`src/rtl/audio_pkg.sv`:
```
// Shared types and helpers for the audio channel bank.
package audio_pkg;

  // Per-voice configuration field selector; codes 10..15 are ignored.
  typedef enum logic [3:0] {
    START_ADDR   = 4'd0,
    SAMPLE_COUNT = 4'd1,
    LOOP_START   = 4'd2,
    LOOP_END     = 4'd3,
    POSITION     = 4'd4,
    LAST_SAMPLE  = 4'd5,
    VOLUME       = 4'd6,
    LOOPING      = 4'd7,
    PLAYING      = 4'd8,
    ROUTE        = 4'd9
  } channel_field_t;

  // Output routing per voice; both 2 and 3 feed both sides.
  typedef enum logic [1:0] {
    ROUTE_LEFT     = 2'd0,
    ROUTE_RIGHT    = 2'd1,
    ROUTE_BOTH     = 2'd2,
    ROUTE_BOTH_ALT = 2'd3
  } route_t;

  // Sweep sequencer states.
  typedef enum logic [2:0] {
    ST_IDLE   = 3'd0,
    ST_SCAN   = 3'd1,
    ST_FETCH  = 3'd2,
    ST_UPDATE = 3'd3,
    ST_NEXT   = 3'd4,
    ST_DONE   = 3'd5
  } bank_state_t;

  // Clamp a sign-extended value into the signed range of 'width' bits.
  function automatic logic signed [63:0] sat_s(input logic signed [63:0] value,
                                               input int unsigned width);
    logic signed [63:0] max_v;
    logic signed [63:0] min_v;
    max_v = (64'sd1 <<< (width - 32'd1)) - 64'sd1;
    min_v = -(64'sd1 <<< (width - 32'd1));
    if (value > max_v) begin
      sat_s = max_v;
    end else if (value < min_v) begin
      sat_s = min_v;
    end else begin
      sat_s = value;
    end
  endfunction

endpackage

```
`src/rtl/delta_decoder.sv`:
```
// Combinational delta decode with saturation and loop/stop rules for one voice.
module delta_decoder
  import audio_pkg::*;
#(
  parameter int SAMPLE_W = 16,
  parameter int DELTA_W  = 12,
  parameter int POS_W    = 24
) (
  input  logic signed [SAMPLE_W-1:0] last_sample,
  input  logic signed [DELTA_W-1:0]  delta,
  input  logic [POS_W-1:0]           position,
  input  logic [POS_W-1:0]           sample_count,
  input  logic [POS_W-1:0]           loop_start,
  input  logic [POS_W-1:0]           loop_end,
  input  logic signed [SAMPLE_W-1:0] loop_start_sample,
  input  logic                       looping,
  input  logic                       playing,
  output logic signed [SAMPLE_W-1:0] next_sample,
  output logic [POS_W-1:0]           next_position,
  output logic                       next_playing,
  output logic signed [SAMPLE_W-1:0] next_loop_start_sample
);

  logic signed [63:0] ext_last_s;
  logic signed [63:0] ext_delta_s;
  logic signed [63:0] sum_s;
  logic signed [63:0] clamped_s;
  logic signed [SAMPLE_W-1:0] decoded_s;
  logic [POS_W:0] p1_s;

  // Decode the delta, then choose between loop wrap, end-of-sample stop and advance.
  always_comb begin
    ext_last_s  = {{(64-SAMPLE_W){last_sample[SAMPLE_W-1]}}, last_sample};
    ext_delta_s = {{(64-DELTA_W){delta[DELTA_W-1]}}, delta};
    sum_s       = ext_last_s + (ext_delta_s <<< 1);
    clamped_s   = sat_s(sum_s, SAMPLE_W);
    decoded_s   = clamped_s[SAMPLE_W-1:0];
    p1_s        = {1'b0, position} + {{POS_W{1'b0}}, 1'b1};
    next_playing = playing;
    if (looping && (p1_s >= {1'b0, loop_end})) begin
      next_position = loop_start;
      next_sample   = loop_start_sample;
    end else if (!looping && (p1_s >= {1'b0, sample_count})) begin
      next_position = position;
      next_sample   = decoded_s;
      next_playing  = 1'b0;
    end else begin
      next_position = p1_s[POS_W-1:0];
      next_sample   = decoded_s;
    end
    if (next_position == loop_start) begin
      next_loop_start_sample = next_sample;
    end else begin
      next_loop_start_sample = loop_start_sample;
    end
  end

endmodule

```
`src/rtl/audio_channel_bank.sv`:
```
// Time-multiplexed bank of delta-coded voices, mixed once per lrclk frame to stereo.
module audio_channel_bank
  import audio_pkg::*;
#(
  parameter int NUM_CHANNELS = 4,
  parameter int SAMPLE_W     = 16,
  parameter int DELTA_W      = 12,
  parameter int POS_W        = 24,
  parameter int ADDR_W       = 32,
  parameter int VOL_W        = 8,
  localparam int CH_W        = (NUM_CHANNELS > 1) ? $clog2(NUM_CHANNELS) : 1
) (
  input  logic                       clk,
  input  logic                       rst,
  input  logic                       cfg_we,
  input  logic [CH_W-1:0]            cfg_channel,
  input  logic [3:0]                 cfg_field,
  input  logic [POS_W-1:0]           cfg_data,
  input  logic                       lrclk,
  output logic                       mem_req,
  output logic [ADDR_W-1:0]          mem_addr,
  input  logic                       mem_ack,
  input  logic signed [DELTA_W-1:0]  mem_delta,
  output logic signed [SAMPLE_W-1:0] o_left,
  output logic signed [SAMPLE_W-1:0] o_right,
  output logic                       o_valid,
  output logic [NUM_CHANNELS-1:0]    o_playing,
  output logic                       o_overrun
);

  localparam int ACC_W  = SAMPLE_W + $clog2(NUM_CHANNELS) + 1;
  localparam int PROD_W = SAMPLE_W + VOL_W + 1;
  localparam logic [CH_W-1:0] LAST_IDX = CH_W'(NUM_CHANNELS - 1);

  bank_state_t state_r, state_n;
  logic lrclk_q_r;
  logic frame_start_s;
  logic [CH_W-1:0] idx_r;
  logic signed [DELTA_W-1:0] delta_r;
  logic signed [ACC_W-1:0] acc_l_r, acc_r_r;

  logic [POS_W-1:0]           start_addr_r        [NUM_CHANNELS];
  logic [POS_W-1:0]           sample_count_r      [NUM_CHANNELS];
  logic [POS_W-1:0]           loop_start_r        [NUM_CHANNELS];
  logic [POS_W-1:0]           loop_end_r          [NUM_CHANNELS];
  logic [POS_W-1:0]           position_r          [NUM_CHANNELS];
  logic signed [SAMPLE_W-1:0] last_sample_r       [NUM_CHANNELS];
  logic signed [SAMPLE_W-1:0] loop_start_sample_r [NUM_CHANNELS];
  logic [VOL_W-1:0]           volume_r            [NUM_CHANNELS];
  logic [1:0]                 route_r             [NUM_CHANNELS];
  logic [NUM_CHANNELS-1:0]    looping_r;
  logic [NUM_CHANNELS-1:0]    playing_r;

  logic signed [SAMPLE_W-1:0] dec_sample_s, dec_lss_s, vol_s;
  logic [POS_W-1:0]           dec_position_s;
  logic                       dec_playing_s;
  logic signed [PROD_W-1:0]   mul_a_s, mul_b_s, prod_s, scaled_s;
  logic signed [63:0]         vol_wide_s, sat_l_wide_s, sat_r_wide_s;
  logic signed [ACC_W-1:0]    vol_ext_s;
  logic [ADDR_W-1:0]          fetch_addr_s;

  assign frame_start_s = lrclk & ~lrclk_q_r;
  assign o_playing     = playing_r;

  // One decoder shared by all voices, fed by the voice currently selected by idx_r.
  delta_decoder #(.SAMPLE_W(SAMPLE_W), .DELTA_W(DELTA_W), .POS_W(POS_W)) u_decoder (
    .last_sample            (last_sample_r[idx_r]),
    .delta                  (delta_r),
    .position               (position_r[idx_r]),
    .sample_count           (sample_count_r[idx_r]),
    .loop_start             (loop_start_r[idx_r]),
    .loop_end               (loop_end_r[idx_r]),
    .loop_start_sample      (loop_start_sample_r[idx_r]),
    .looping                (looping_r[idx_r]),
    .playing                (playing_r[idx_r]),
    .next_sample            (dec_sample_s),
    .next_position          (dec_position_s),
    .next_playing           (dec_playing_s),
    .next_loop_start_sample (dec_lss_s)
  );

  // Volume scaling (128 = unity) and sign extension into the accumulator width.
  always_comb begin
    mul_a_s    = {{(VOL_W+1){dec_sample_s[SAMPLE_W-1]}}, dec_sample_s};
    mul_b_s    = {{SAMPLE_W{1'b0}}, 1'b0, volume_r[idx_r]};
    prod_s     = mul_a_s * mul_b_s;
    scaled_s   = prod_s >>> (VOL_W - 1);
    vol_wide_s = sat_s({{(64-PROD_W){scaled_s[PROD_W-1]}}, scaled_s}, SAMPLE_W);
    vol_s      = vol_wide_s[SAMPLE_W-1:0];
    vol_ext_s  = {{(ACC_W-SAMPLE_W){vol_s[SAMPLE_W-1]}}, vol_s};
  end

  // Final clamp of the wide accumulators and the fetch address of the current voice.
  always_comb begin
    sat_l_wide_s = sat_s({{(64-ACC_W){acc_l_r[ACC_W-1]}}, acc_l_r}, SAMPLE_W);
    sat_r_wide_s = sat_s({{(64-ACC_W){acc_r_r[ACC_W-1]}}, acc_r_r}, SAMPLE_W);
    fetch_addr_s = ADDR_W'(start_addr_r[idx_r]) + ADDR_W'(position_r[idx_r])
                 + {{(ADDR_W-1){1'b0}}, 1'b1};
  end

  // Sweep state register.
  always_ff @(posedge clk or negedge rst) begin
    if (!rst) begin
      state_r <= ST_IDLE;
    end else begin
      state_r <= state_n;
    end
  end

  // Sweep next-state logic.
  always_comb begin
    state_n = state_r;
    case (state_r)
      ST_IDLE:   if (frame_start_s) state_n = ST_SCAN; else state_n = ST_IDLE;
      ST_SCAN:   if (playing_r[idx_r]) state_n = ST_FETCH; else state_n = ST_NEXT;
      ST_FETCH:  if (mem_ack) state_n = ST_UPDATE; else state_n = ST_FETCH;
      ST_UPDATE: state_n = ST_NEXT;
      ST_NEXT:   if (idx_r == LAST_IDX) state_n = ST_DONE; else state_n = ST_SCAN;
      ST_DONE:   state_n = ST_IDLE;
      default:   state_n = ST_IDLE;
    endcase
  end

  // Memory request outputs, held stable for the whole fetch.
  always_comb begin
    if (state_r == ST_FETCH) begin
      mem_req  = 1'b1;
      mem_addr = fetch_addr_s;
    end else begin
      mem_req  = 1'b0;
      mem_addr = {ADDR_W{1'b0}};
    end
  end

  // Sweep datapath: voice index, delta capture, accumulation, mix output and overrun flag.
  always_ff @(posedge clk or negedge rst) begin
    if (!rst) begin
      lrclk_q_r <= 1'b0;
      idx_r     <= {CH_W{1'b0}};
      delta_r   <= {DELTA_W{1'b0}};
      acc_l_r   <= {ACC_W{1'b0}};
      acc_r_r   <= {ACC_W{1'b0}};
      o_left    <= {SAMPLE_W{1'b0}};
      o_right   <= {SAMPLE_W{1'b0}};
      o_valid   <= 1'b0;
      o_overrun <= 1'b0;
    end else begin
      lrclk_q_r <= lrclk;
      o_valid   <= 1'b0;
      if (frame_start_s && (state_r != ST_IDLE)) begin
        o_overrun <= 1'b1;
      end
      case (state_r)
        ST_IDLE: begin
          if (frame_start_s) begin
            idx_r   <= {CH_W{1'b0}};
            acc_l_r <= {ACC_W{1'b0}};
            acc_r_r <= {ACC_W{1'b0}};
          end
        end
        ST_FETCH: begin
          if (mem_ack) delta_r <= mem_delta;
        end
        ST_UPDATE: begin
          if (route_r[idx_r] != ROUTE_RIGHT) acc_l_r <= acc_l_r + vol_ext_s;
          if (route_r[idx_r] != ROUTE_LEFT)  acc_r_r <= acc_r_r + vol_ext_s;
        end
        ST_NEXT: begin
          if (idx_r != LAST_IDX) idx_r <= idx_r + {{(CH_W-1){1'b0}}, 1'b1};
        end
        ST_DONE: begin
          o_left  <= sat_l_wide_s[SAMPLE_W-1:0];
          o_right <= sat_r_wide_s[SAMPLE_W-1:0];
          o_valid <= 1'b1;
        end
        default: ;
      endcase
    end
  end

  // Per-voice state: decode results in UPDATE, overridden by a same-cycle config write.
  always_ff @(posedge clk or negedge rst) begin
    if (!rst) begin
      for (int i = 0; i < NUM_CHANNELS; i++) begin
        start_addr_r[i]        <= {POS_W{1'b0}};
        sample_count_r[i]      <= {POS_W{1'b0}};
        loop_start_r[i]        <= {POS_W{1'b0}};
        loop_end_r[i]          <= {POS_W{1'b0}};
        position_r[i]          <= {POS_W{1'b0}};
        last_sample_r[i]       <= {SAMPLE_W{1'b0}};
        loop_start_sample_r[i] <= {SAMPLE_W{1'b0}};
        volume_r[i]            <= {VOL_W{1'b0}};
        route_r[i]             <= ROUTE_BOTH;
      end
      looping_r <= {NUM_CHANNELS{1'b0}};
      playing_r <= {NUM_CHANNELS{1'b0}};
    end else begin
      for (int i = 0; i < NUM_CHANNELS; i++) begin
        if ((state_r == ST_UPDATE) && (idx_r == CH_W'(i))) begin
          position_r[i]          <= dec_position_s;
          last_sample_r[i]       <= dec_sample_s;
          loop_start_sample_r[i] <= dec_lss_s;
          playing_r[i]           <= dec_playing_s;
        end
        if (cfg_we && (cfg_channel == CH_W'(i))) begin
          case (cfg_field)
            START_ADDR:   start_addr_r[i]   <= cfg_data;
            SAMPLE_COUNT: sample_count_r[i] <= cfg_data;
            LOOP_START:   loop_start_r[i]   <= cfg_data;
            LOOP_END:     loop_end_r[i]     <= cfg_data;
            POSITION:     position_r[i]     <= cfg_data;
            LAST_SAMPLE:  last_sample_r[i]  <= cfg_data[SAMPLE_W-1:0];
            VOLUME:       volume_r[i]       <= cfg_data[VOL_W-1:0];
            LOOPING:      looping_r[i]      <= cfg_data[0];
            PLAYING:      playing_r[i]      <= cfg_data[0];
            ROUTE:        route_r[i]        <= cfg_data[1:0];
            default: ;
          endcase
        end
      end
    end
  end

endmodule
```
`config.mk`:
```
export PLATFORM = sky130hd
export DESIGN_NAME = audio_channel_bank
export DESIGN_NICKNAME = d
export VERILOG_FILES = /design/src/rtl/audio_pkg.sv /design/src/rtl/delta_decoder.sv /design/src/rtl/audio_channel_bank.sv
export SDC_FILE = /design/constraint.sdc
export NUM_CORES = 2
export LEC_CHECK = 0
export BUFFER_PORTS_ARGS = -buffer_cell sky130_fd_sc_hd__buf_2
export CAP_MARGIN = 20
export CORE_MARGIN = 2
export CORE_UTILIZATION = 29
export DETAILED_ROUTE_END_ITERATION = 10
export GPL_TIMING_DRIVEN = 0
export PLACE_DENSITY = 0.52
export SLEW_MARGIN = 20
export SYNTH_ARGS = -nofsm -noshare
export SYNTH_HDL_FRONTEND = slang
export SYNTH_SLANG_ARGS = --single-unit
```
`constraint.sdc`:
```
create_clock -name clk -period 15.1 [get_ports clk]
set_input_delay 1.51 -clock clk [delete_from_list [all_inputs] [get_ports clk]]
set_output_delay 1.51 -clock clk [all_outputs]
set_load 0.05 [all_outputs]
```
==> results.ini <==
[run]
drv_cap = 0

[worst_setup_path]
cp.required_ps = 15640
slowest_stage = fa_1
slowest_delay_ps = 540
r2r-start = idx_r[0]
end_kind = register
cp_common_cell = a21o_1
crit_fanout = 15
reg2regPathDepth = 63
r2r_slack_ps = 680
startpoint_type = register
r2r_end = acc_r_r[17]
worstSetupPathType = register to register
arrival_ps = 14950

[min_path]
holdCritPathClass = register to register
hold_start = o_left[7]
holdPathEnd = o_left[7]
holdPathStages = 2

[timing]
clock_skew_ps = 38.0
slew_headroom_pct = 26.3
slew_violations = 0
hold_viol_final = 0
setup_viol = 0
period_minus_slack_ps = 14420
finalCritPeriodShare_pct = 95.5
clock.fmax_mhz = 69.4
tightestPinTransition_ps = 1100

[global_routing]
grt_pass1_vias = 34701
track_usage_pct = 19.4
grt_max_degree = 101
antenna_found_initial = 16
grt_overflow = 0
grt_pass1_wl_um = 231000

[clocking]
cts_htree_levels = 3
cts_sinks = 746
clock_path_buffers = 3
cts_hold_buf = 0
clk_latency_ps = 700
cts_buffers = 84
cts_tree = built
path_clk_slew_ps = 60
clockRootBuffer = clkbuf_16

[placed_design]
post-dp-hpwl_um = 117000
port_buffers = 92
placed_area_mm2 = 0.0484
gp_congestion = 0.951

[final_layout]
layout_commonest_cell = dfrtp_1
fin_area_mm2 = 0.0516
drive_gt1_share_pct = 22.0
fin_util_pct = 33.4
area_growth_pct = 14.3
layout.nets = 4784
final_cell_mix = dfrtp_1 (740), mux2_2 (466), nor2_1 (419)

[synthesis]
synth_warnings = 0
syn-instance-count = 4262
synth-edff-count = 0
ys_ff_latch = 746
synth_cell_types = 97
yosysSeqAreaShare_pct = 41.4
synth_flop_cell = dfrtp_1
async_flop_share_pct = 100
syn_area_mm2 = 0.0451
synth_area_per_cell_um2 = 10.6

[floorplanning]
core_mm2 = 0.154
die_w_um = 399
rows = 144
dieArea_mm2 = 0.159
start_util_pct = 29.2
ios = 118
die_h_um = 399

[routing]
dr.pass1.iters = 6
ant_nets = 0
drt_iter0_markers = 3350
route.detailed.drc = 0
totalWireLength_um = 155000
viasPerCell = 5.26
route.vias.total = 34589
wl_per_cell_um = 23.7

[outcome]
outcome = complete, no violations

## stage by stage
stage                     setup slack (ps)  setup TNS (ps)  std cells  hold WS [ps]
after floorplan                       1240               0       4268           462
after CTS                             14.0               0       6562           469
after global placement               -5290        -3341950       6404           450
final                                  684               0       6571           459
after global routing                 -71.6            -117       6567           488
after detailed placement             -4730         -134330       6413           454
## flip-flops by register name (all words and copies together) (netlist names), 8 cells and up
name,flops
delta_r,12
loop_end_r,96
route_r,8
volume_r,32
acc_l_r,19
sample_count_r,96
last_sample_r,64
loop_start_sample_r,64
o_left,16
o_right,16
acc_r_r,19
start_addr_r,96
position_r,96
loop_start_r,96
## worst max-delay path by stage
stage / start / endpoint / slack (ps) / cells past startpoint
after global routing: idx_r[0] / acc_r_r[18] / -70 / 65
final: idx_r[0] / acc_r_r[17] / 680 / 63
after detailed placement: idx_r[1] / acc_r_r[18] / -4730 / 66
after CTS: idx_r[1] / acc_l_r[18] / 10 / 62
after global placement: idx_r[1] / acc_r_r[18] / -5290 / 66
after floorplan: idx_r[1] / acc_r_r[17] / 1240 / 63
## worst max-delay path, delay by kind of cell, from the launching register on
family                     cells  cell delay (ps)
buffers and inverters         14             2380
xor gates and xnor gates       2              530
adders and majority gates      7             2880
AOI/OAI and AO/OA             26             4970
and+or+nand+nor               13             2570
DFF                            1              510
muxes                          1              310
## what timing repair did
action                                  CTS  global route
pin swaps                                 3             5
gates cloned                              0             1
setup buffers                             3             3
gates resized for setup                  75            56
endpoints found under the setup margin   38            16
endpoints found under the hold margin     0             0
## Yosys cell counts (15+ instances only)
cell type	instances	area, um2
dfrtp_1	742	18600
mux2_2	466	5250
nor2_1	423	1590
a21oi_1	315	1580
nand2_1	291	1090
inv_1	238	893
clkbuf_1	228	856
o21ai_0	220	1100
ha_1	176	2200
mux4_2	143	3220
fa_1	105	2100
nand3_1	75	375
xnor2_1	73	639
o31ai_1	68	510
a22oi_1	66	495
nand2b_1	54	338
nor3_1	53	265
a21o_1	47	353
mux2i_1	38	380
o21a_1	37	278
xor2_1	33	289
buf_2	31	155
buf_1	25	93.8
nand4_1	20	125
a21boi_0	19	143
and3_1	18	113
o211ai_1	17	128
o21ai_1	15	75.1
or3_1	15	93.8
## per-layer routing
layer / up-vias / global-route usage, % / share of wire, % / routed length [um]
met5: - / 0 / 0.030 / 46
met3: 247 / 3.61 / 7.1 / 11100
met1: 17660 / 26.9 / 44 / 68500
met4: 10 / 6.24 / 3.2 / 4980
li1: 15444 / - / - / -
met2: 1228 / 30.5 / 46 / 70800
## area by class of cell
type                       count  area, um2
buffer                       299       1480
multi-input combinational   2973      24400
clock buffer                 122       2420
antenna                        4       10.0
fill                       15728     103000
tap                         2044       2560
timing repair buffer         110        787
inverter                     242        913
sequential                   746      18700
clock inverter                31        323
## cell families after synthesis
family	share of synthesized area, %
compound gates	12.3
xor+xnor	2.19
fa+ha+maj	9.56
buf+inv	4.93
flops	41.4
mux	19.6
other cells	0.00831
simple gates	10.0
Power is left out: the tool's default activity adds up to more than one toggle a clock period on the data nets, which glitch-free logic cannot reach.
